$ cat src/rtl/fft_pkg.sv
// Shared FSM state type and bit-reversal helper for the FFT input buffer.
// Sizes stay per-instance parameters; nothing here fixes N or word width.
package fft_pkg;

  typedef enum logic {
    LOAD   = 1'b0,
    UNLOAD = 1'b1
  } fft_state_e;

  // Reverses the low w bits of v; bits at and above w come out as zero.
  function automatic logic [31:0] bitrev(
    input logic [31:0] v,
    input int          w
  );
    logic [31:0] r;
    logic [31:0] s;
    r = '0;
    s = v;
    for (int i = 0; i < 32; i++) begin
      if (i < w) begin
        r = {r[30:0], s[0]};
        s = {1'b0, s[31:1]};
      end
    end
    return r;
  endfunction

endpackage

$ cat src/rtl/fft_sample_ram.sv
// Frame storage: N entries of packed {real, imag}, one synchronous write
// port and two asynchronous read ports. Contents are never reset.
module fft_sample_ram
  import fft_pkg::*;
#(
  parameter int DW = 32,
  parameter int AW = 3
) (
  input  logic          clk,
  input  logic          we_i,
  input  logic [AW-1:0] waddr_i,
  input  logic [DW-1:0] wdata_i,
  input  logic [AW-1:0] raddr0_i,
  output logic [DW-1:0] rdata0_o,
  input  logic [AW-1:0] raddr1_i,
  output logic [DW-1:0] rdata1_o
);

  localparam int DEPTH = 1 << AW;

  logic [DW-1:0] mem_q [DEPTH];

  always_ff @(posedge clk) begin
    if (we_i) begin
      mem_q[waddr_i] <= wdata_i;
    end
  end

  assign rdata0_o = mem_q[raddr0_i];
  assign rdata1_o = mem_q[raddr1_i];

endmodule

$ cat src/rtl/fft_bitrev_buffer.sv
// Bit-reversing input buffer feeding stage-1 radix-2 butterflies.
// Define FFT_IN_SCALE_EN to prescale each sample by 1/N before storage.
module fft_bitrev_buffer
  import fft_pkg::*;
#(
  parameter int DATA_WIDTH = 16,
  parameter int Q          = 8,
  parameter int ADDR_WIDTH = 3
) (
  input  logic                  clk,
  input  logic                  rst_n,
  input  logic                  s_valid,
  output logic                  s_ready,
  input  logic [DATA_WIDTH-1:0] s_r,
  input  logic [DATA_WIDTH-1:0] s_i,
  output logic                  m_valid,
  input  logic                  m_ready,
  output logic [DATA_WIDTH-1:0] in1_r,
  output logic [DATA_WIDTH-1:0] in1_i,
  output logic [DATA_WIDTH-1:0] in2_r,
  output logic [DATA_WIDTH-1:0] in2_i,
  output logic [ADDR_WIDTH-1:0] tw_addr,
  output logic                  m_last
);

  localparam int N   = 1 << ADDR_WIDTH;
  localparam int DW  = DATA_WIDTH;
  localparam int AW  = ADDR_WIDTH;
  localparam int DW2 = 2 * DATA_WIDTH;

  localparam logic [AW-1:0] N_LAST = AW'(N - 1);
  localparam logic [AW-1:0] K_LAST = AW'(N / 2 - 1);

  fft_state_e state_q;
  logic [AW-1:0] n_q;
  logic [AW-1:0] k_q;
  logic s_ready_q;
  logic m_valid_q;

  logic [DW-1:0] s_r_d;
  logic [DW-1:0] s_i_d;
  logic [DW2-1:0] wdata_d;
  logic [DW2-1:0] rdata0;
  logic [DW2-1:0] rdata1;
  logic [AW-1:0] waddr;
  logic [AW-1:0] raddr0;
  logic [AW-1:0] raddr1;
  logic we;
  logic pop;

  logic unused_q;
  assign unused_q = ^Q;

  always_comb begin
    s_r_d = s_r;
    s_i_d = s_i;
`ifdef FFT_IN_SCALE_EN
    s_r_d = DW'($signed(s_r) >>> AW);
    s_i_d = DW'($signed(s_i) >>> AW);
`endif
  end

  assign wdata_d = {s_r_d, s_i_d};
  assign we      = s_valid && s_ready_q;
  assign pop     = m_valid_q && m_ready;
  assign waddr   = AW'(bitrev(32'(n_q), AW));
  assign raddr0  = {k_q[AW-2:0], 1'b0};
  assign raddr1  = {k_q[AW-2:0], 1'b1};

  always_ff @(posedge clk or negedge rst_n) begin
    if (!rst_n) begin
      state_q   <= LOAD;
      n_q       <= '0;
      k_q       <= '0;
      s_ready_q <= 1'b1;
      m_valid_q <= 1'b0;
    end else begin
      unique case (state_q)
        LOAD: begin
          if (we) begin
            if (n_q == N_LAST) begin
              state_q   <= UNLOAD;
              n_q       <= '0;
              k_q       <= '0;
              s_ready_q <= 1'b0;
              m_valid_q <= 1'b1;
            end else begin
              n_q <= n_q + AW'(1);
            end
          end
        end
        UNLOAD: begin
          if (pop) begin
            if (k_q == K_LAST) begin
              state_q   <= LOAD;
              k_q       <= '0;
              s_ready_q <= 1'b1;
              m_valid_q <= 1'b0;
            end else begin
              k_q <= k_q + AW'(1);
            end
          end
        end
      endcase
    end
  end

  fft_sample_ram #(
    .DW(DW2),
    .AW(AW)
  ) u_ram (
    .clk     (clk),
    .we_i    (we),
    .waddr_i (waddr),
    .wdata_i (wdata_d),
    .raddr0_i(raddr0),
    .rdata0_o(rdata0),
    .raddr1_i(raddr1),
    .rdata1_o(rdata1)
  );

  // Operands are gated to zero whenever no pair is being offered.
  assign in1_r = m_valid_q ? rdata0[DW2-1:DW] : '0;
  assign in1_i = m_valid_q ? rdata0[DW-1:0]   : '0;
  assign in2_r = m_valid_q ? rdata1[DW2-1:DW] : '0;
  assign in2_i = m_valid_q ? rdata1[DW-1:0]   : '0;

  assign s_ready = s_ready_q;
  assign m_valid = m_valid_q;
  assign m_last  = m_valid_q && (k_q == K_LAST);
  assign tw_addr = '0;

endmodule

$ cat config.mk
export PLATFORM = sky130hd
export DESIGN_NAME = fft_bitrev_buffer
export DESIGN_NICKNAME = d
export VERILOG_FILES = /design/src/rtl/fft_pkg.sv /design/src/rtl/fft_sample_ram.sv /design/src/rtl/fft_bitrev_buffer.sv
export SDC_FILE = /design/constraint.sdc
export NUM_CORES = 1
export LEC_CHECK = 0
export CAP_MARGIN = 0
export CORE_MARGIN = 10
export CORE_UTILIZATION = 59
export CTS_CLUSTER_SIZE = 12
export DETAILED_ROUTE_END_ITERATION = 10
export PLACE_DENSITY_LB_ADDON = 0.05
export SYNTH_ARGS = -nofsm -noshare
export SYNTH_HDL_FRONTEND = slang
export SYNTH_SLANG_ARGS = --single-unit
$ cat constraint.sdc
create_clock -name clk -period 4.9 [get_ports clk]
set_clock_uncertainty 0.15 [all_clocks]
set_input_delay 1.225 -clock clk [delete_from_list [all_inputs] [get_ports clk]]
set_output_delay 1.225 -clock clk [all_outputs]
set_load 0.01 [all_outputs]
After elaboration in Yosys (flattened, before gate mapping)
Memories as Yosys holds them, arrays and structs flattened. Cells that the tools add are included.

Eq/ne operators: 6. Reductions and logical operators: 6. Bitwise logic cells: 1. $add $sub $neg: 2. Mux-type cells: 27.

Operators by type and width (count): 2-to-1 mux 16 bit (4); 2-to-1 mux 3 bit (5); 2-to-1 mux 1 bit (14); adder 3 x 1 -> 3 bit (second input constant) (2); inequality test 2 x 1 -> 1 bit (second input constant) (3); one-hot mux 1 bit (2 select lines) (3); one-hot mux 3 bit (2 select lines) (1); AND reduction 4 bit (1); == test 3 x 2 -> 1 bit (second input constant) (1); == test 3 bit (second input constant) (1); logical AND 1 bit (3); AND reduction 3 bit (1); inequality test 2 bit (second input constant) (1); AND reduction 2 bit (1); inverter 1 bit (1).

Word-level logic and storage cells: 48. Output and inout port bits: 70. Input bits: 36. Register bits after elaboration: 9. Bits in writable memories: 256. Memories: 1.

Memories: u_ram.mem_q (depth 8, width 32, rd ports 2, clocked after Yosys merged registers in 0, wr ports 1, line fft_sample_ram.sv:21) `logic [DW-1:0] mem_q [DEPTH];`.

Depth between registers and ports, before layout
Gate-level depths: netlist of the first run.

Word-level depth: 4. Depth in mapped cells: 5. Mapped depth without buffers: 5.

Cells and area by module
A second synthesis of the first run with hierarchy kept.

Cells, all modules: 614. Area total of the unflattened synthesis: 12823.5 um^2.

Modules (own cells, without submodules): fft_sample_ram (cells each 497, sequential area each 7687.4 um^2, instances 1, area each 11898.9 um^2); fft_bitrev_buffer (cells each 117, sequential area each 226.5 um^2, instances 1, area each 924.6 um^2).

Worst setup path after synthesis of the first run
No wires, ideal clock.

Kind: input -> register. From: input s_valid. To: memory u_ram.mem_q[4][0], enable pin. Required time: 4.329 ns. Stages on the path: 3. Buffers on the path: 0. Arrival: 2.903 ns. Library setup time: 0.421 ns. Setup slack: 1.426 ns. Path through: and2_0 > nand2_1 > nor2_1.

Word-level cells in the longest chain between the ends: 3.

Ends and longest elaborated chain: start: declaration (line fft_bitrev_buffer.sv:12) `input logic s_valid,`; logical AND 1 bit (line fft_bitrev_buffer.sv:64) `assign we = s_valid && s_ready_q;`; 2-to-1 mux 1 bit (line fft_sample_ram.sv:24) `if (we_i) begin`; 2-to-1 mux 1 bit (not written as such) (line fft_sample_ram.sv:25) `mem_q[waddr_i] <= wdata_i;`; end: declaration (line fft_sample_ram.sv:21).

No other way between the ends.

Worst setup path in the final report of the first run
From: register k_q[0]. To: output in1_i[12].

Word-level cells in the longest chain between the ends: 2.

Ends and longest elaborated chain: start: declaration (line fft_bitrev_buffer.sv:36) `logic [AW-1:0] k_q;`; start signal: assignment (line fft_bitrev_buffer.sv:100) `k_q <= k_q + AW'(1);`; memory read (8 x 32 bit); 2-to-1 mux 16 bit (line fft_bitrev_buffer.sv:124) `assign in1_i = m_valid_q ? rdata0[DW-1:0] : '0;`; end: declaration (line fft_bitrev_buffer.sv:19) `output logic [DATA_WIDTH-1:0] in1_i,`.

No other way between the ends.

==> results.toml, run 1 <==
[floorplan]
start_util_pct = 59.6
fp-row-count = 48
io_pins = 106
die-area_um2 = 23000
core-area_um2 = 17200
fp.dieW_um = 152
die_h_um = 152

[timing]
post-route-period-util_pct = 85.5
fmax_mhz = 239
hold_viol_final = 0
timing.hold.ws_ns = 0.365
setup_violations = 0
period_needed_ns = 4.19
worstMarginPinSlew_ns = 1.07
slew_headroom_pct = 28.7
tns_ns = 0
rsz0062_at_grt = "no"
maxSlewViolCount = 0

[clock_network]
cts.sinks = 265
htree_levels = 1
cts.clk_slew.worst_paths_ns = 0.06
ctsResizeCount = 0
clk_path_buf_depth = 3
numCtsBuffers = 26
post_cts_buffers = 0
root_buffer = "clkbuf_16"
holdBufCountCts = 0
cts_tree = "built"
clk_latency_ns = 0.51

[synthesis]
ys_ff_latch = 265
syn_inst = 466
synth_area_per_cell_um2 = 22.0
ys_warn_count = 0
syn_area_um2 = 10200
yosysSeqAreaShare_pct = 77.3
yosysUniqueCellTypes = 28

[grt]
gr-total-overflow = 0
grt_max_degree = 43
antenna_found_initial = 1
grt_pass1_vias = 5040
grt_pass1_wl_um = 30300
gr-usage-all-layers_pct = 17.4

[routing]
drtPass1Iterations = 4
wirelength_um = 19500
drtIter0Drc = 362
vias = 4767
route.detailed.drc = 0
drt-vias-per-instance = 5.79
antenna_left = 0
routedWlPerCell_um = 23.7

[place]
portBuffers = 102
dp_hpwl_um = 11000
gp_congestion = 0.770
dpl_cell_area_um2 = 11500
place_inst = 781

[worst_setup_path]
cp_slowest_stage_delay_ns = 0.69
crit_type = "flop to output pin"
critical_path.slowest_cell = "dfrtp_4"
worstSetupStartpoint = "k_q[0]"
setup.worst_path.end = "in1_i[12]"
path_cells = "buf_4 > mux4_2 > and2_1 > clkdlybuf4s50_1"
critical_path_buf_inv_count = 2
rr_worst_depth = 2
crit_fanout = 21
cp_top_family = "buffers and inverters"
arrival_ns = 2.81
worstReg2RegEnd = "u_ram.mem_q[1][4]"
worst-path-stages = 4
regToRegStartpoint = "s_ready"
r2r_setup_slack_ns = 2.55
critPathCaptureType = "output pin"
start_kind = "flop"
cp.required_ns = 3.52

[pwr]
power_mw = 4.30
p_per_area_nw_per_um2 = 351
cellLeakagePower_nw = 3.97
irDropWorstVdd_uv = 251

[cells_and_area]
nNetsFinal = 628
final_cells = 823
fin_area_um2 = 12300
antenna-diode-count = 0
n_fill_cell = 1066
layout-drive-gt1-share_pct = 19.2
area_growth_syn_to_layout_pct = 19.8

[outcome]
outcome = "finished, final reports clean"

[worst_hold_path]
hold_class = "flop to flop"

[job]
maxCapViolations = 0
logic make-up (layout without fill, tap and decap cells):
family | count (synthesis) | after routing | synth area share [%]
compound gates | 11 | 11 | 0.636
fa+ha+maj | 8 | 8 | 0.978
buf+inv | 31 | 161 | 1.77
flops | 265 | 265 | 77.3
mux | 66 | 66 | 14.3
other cells | 1 | 3 | 0.0366
simple gates | 84 | 84 | 4.95
layout make-up:
| class | instances | area, um2 | area share, % |
|---|---|---|---|
| tap | 225 | 282 | 2.30 |
| sequential | 265 | 7920 | 64.6 |
| timing repair buffer | 112 | 1120 | 9.15 |
| multi-input combinational | 172 | 2170 | 17.7 |
| clock buffer | 42 | 742 | 6.05 |
| inverter | 7 | 26.3 | 0.214 |
metrics by stage:
stage | util [%] | setup WS [ns]
floorplan | - | 1.43
global placement | 67.0 | 1.21
detailed placement | 67.0 | 1.17
CTS | 71.4 | 0.617
global route | 71.4 | 0.543
finish | 71.4 | 0.711
tightest hold or removal path, stage by stage (launching register included):
cell and delay [ns]:
dfstp_2 0.39, nand2_1 0.05, o21ai_0 0.07
synth_stat cells:
cell	count	area [um2]
nor4_1	1	6.26
nand2b_1	3	18.8
mux4_2	64	1440
mux2_2	1	11.3
nand2_1	4	15.0
o22ai_1	1	6.26
dfrtp_1	8	200
buf_2	7	35.0
nand3_1	2	10.0
o22a_1	1	8.76
and2_0	1	6.26
a21o_1	1	7.51
dfstp_2	1	26.3
clkbuf_1	8	30.0
conb_1	1	3.75
a21boi_0	1	7.51
ha_1	8	100
and2_1	64	400
mux2i_1	1	10.0
and3_1	5	31.3
buf_4	3	22.5
edfxtp_1	256	7690
buf_6	6	67.6
inv_1	7	26.3
nand3b_1	1	7.51
o21ai_0	5	25.0
a21oi_1	2	10.0
nor2_1	3	11.3
placed cells by master (no fill, tap or decap), types with 3 or more instances in the layout:
| cell | count |
|---|---|
| buf_4 | 8 |
| inv_1 | 6 |
| clkbuf_16 | 27 |
| nand2_1 | 4 |
| clkbuf_1 | 14 |
| and3_2 | 5 |
| mux4_2 | 64 |
| and2_1 | 64 |
| edfxtp_1 | 256 |
| ha_1 | 8 |
| dfrtp_1 | 5 |
| o21ai_0 | 5 |
| nand2b_1 | 3 |
| clkdlybuf4s50_1 | 102 |
| conb_1 | 3 |
power by group:
part	switching [mW]	internal (mW)
Combinational	0.0304	0.0249
Sequential	0	2.48
Clock	0.745	1.02
registers in the layout, indices dropped and copies added, names as in the netlist:
name / count
s_ready: 1
u_ram.mem_q: 256
n_q: 3
m_valid: 1
state_q: 1
k_q: 3
how the worst min path moves through the flow:
stage	cells after the start	slack [ns]	to	start
after global routing	2	0.42	s_ready	s_ready
after detailed placement	2	0.36	s_ready	s_ready
final	2	0.37	s_ready	s_ready
after CTS	2	0.37	s_ready	s_ready
after floorplan	1	0.35	k_q[2]	k_q[2]
after global placement	2	0.36	s_ready	s_ready
per-layer routing:
layer	global-route usage [%]	part of all wire (%)
met5	0	0.092
met4	3.81	1.6
met3	3.50	8.1
met2	29.0	51
met1	23.6	39
(Power assumes the default switching activity.)
==> run 2: changes to the inputs <==
SLEW_MARGIN = 20   (was unset)
==> results.toml, run 2 (synthesis gave the netlist of run 1 again) <==
[outcome]
outcome = "finished, final reports clean"

[job]
maxCapViolations = 0

[routing]
drtPass1Iterations = 5
drtIter0Drc = 348
wirelength_um = 19500
route.detailed.drc = 0
antenna_left = 0
drt-vias-per-instance = 5.78
vias = 4764
routedWlPerCell_um = 23.6

[cells_and_area]
final_cells = 824
antenna-diode-count = 0
n_fill_cell = 1062
largest_reg_flops = 256
mostFrequentLayoutCell = "edfxtp_1"
multi_input_area_um2 = 2170
nNetsFinal = 629
area_growth_syn_to_layout_pct = 20.1
regArea_um2 = 7920
final_cell_mix = "edfxtp_1, clkdlybuf4s50_1, mux4_2, and2_1, clkbuf_16"
fin_area_um2 = 12300
largest_register = "u_ram.mem_q"
reg_top3 = "u_ram.mem_q x256, k_q x3, n_q x3"
layout-drive-gt1-share_pct = 19.4

[worst_setup_path]
worst-path-stages = 4
critPathCaptureType = "output pin"
start_kind = "flop"
cp_slowest_stage_delay_ns = 0.69
regToRegStartpoint = "s_ready"
r2r_setup_slack_ns = 2.62
worstSetupStartpoint = "k_q[0]"
crit_type = "flop to output pin"
path_cells = "buf_4 > mux4_2 > and2_1 > clkdlybuf4s50_1"
setup.worst_path.end = "in1_i[12]"
critical_path.slowest_cell = "dfrtp_4"
rr_worst_depth = 2
cp_top_family = "buffers and inverters"
arrival_ns = 2.81
critical_path_buf_inv_count = 2
crit_fanout = 21
cp.required_ns = 3.52
worstReg2RegEnd = "u_ram.mem_q[2][2]"

[clock_network]
cts.clk_slew.worst_paths_ns = 0.06
post_cts_buffers = 0
clk_path_buf_depth = 3
holdBufCountCts = 0
htree_levels = 1
cts_tree = "built"
cts.sinks = 265
ctsResizeCount = 0
clk_latency_ns = 0.51
numCtsBuffers = 26
root_buffer = "clkbuf_16"

[timing]
period_needed_ns = 4.18
timing.hold.ws_ns = 0.365
post-route-period-util_pct = 85.4
maxSlewViolCount = 0
slew_headroom_pct = 35.2
rsz0062_at_grt = "no"
setup_violations = 0
worstMarginPinSlew_ns = 0.972
tns_ns = 0
fmax_mhz = 239
hold_viol_final = 0
setup_ws_ns = 0.717

[pwr]
irDropWorstVdd_uv = 251
p_per_area_nw_per_um2 = 350
cellLeakagePower_nw = 3.98

[grt]
grt_max_degree = 43
gr-usage-all-layers_pct = 17.4
antenna_found_initial = 1
gr-total-overflow = 0
grt_pass1_wl_um = 30300
grt_pass1_vias = 5040

[place]
dp_hpwl_um = 11000
place_inst = 781
portBuffers = 102
place_ws_ns = 1.17
dpl_cell_area_um2 = 11500
gp_congestion = 0.770

[worst_hold_path]
hold_class = "flop to flop"

[floorplan]
die-area_um2 = 23000
die_h_um = 152
fp.dieW_um = 152
io_pins = 106
core-area_um2 = 17200
start_util_pct = 59.6
fp-row-count = 48
## run 2: cell types whose count changed in the layout (fill, tap and decap cells not counted), sizes merged
cell and delta:
buf +1
## run 2: worst reg2reg max path, delay by kind of cell (launching register included)
family,cells,cell delay (ns)
and+or+nand+nor,2,1.16
DFF,1,0.57
## run 2: power breakdown
part	switching [mW]	internal [mW]	leakage (nW)
clock network	0.747	1.02	0.356
registers	0	2.48	2.41
logic	0.0305	0.0249	1.21
total	0.777	3.53	3.98
## run 2: final cells by class
cell class,count,share of cell area [%]
sequential,265,64.5
tap,225,2.29
clock buffer,42,6.04
timing repair buffer,113,9.35
multi-input combinational,172,17.6
inverter,7,0.214
## run 2: how the worst min path moves through the flow
| stage | depth (start not counted) | to | slack, ns | start |
|---|---|---|---|---|
| after global placement | 2 | s_ready | 0.36 | s_ready |
| after floorplan | 1 | k_q[2] | 0.35 | k_q[2] |
| after detailed placement | 2 | s_ready | 0.36 | s_ready |
| final | 2 | s_ready | 0.36 | s_ready |
| after CTS | 2 | s_ready | 0.37 | s_ready |
| after global routing | 2 | s_ready | 0.42 | s_ready |
## run 2: per-stage QoR
stage	utilization, %	power (mW)
floorplan	-	2.53
global placement	67.0	2.58
detailed placement	67.0	2.59
CTS	71.4	4.35
global route	71.5	4.45
finish	71.5	4.31
## run 2: metal layers
layer  track usage, %  share of wire [%]  vias to the layer above
met5                0              0.092                        -
met4             3.81                1.6                        2
met3             3.50                8.5                       29
met2             29.0                 51                      159
met1             23.6                 39                     2463
li1                 -                  -                     2111
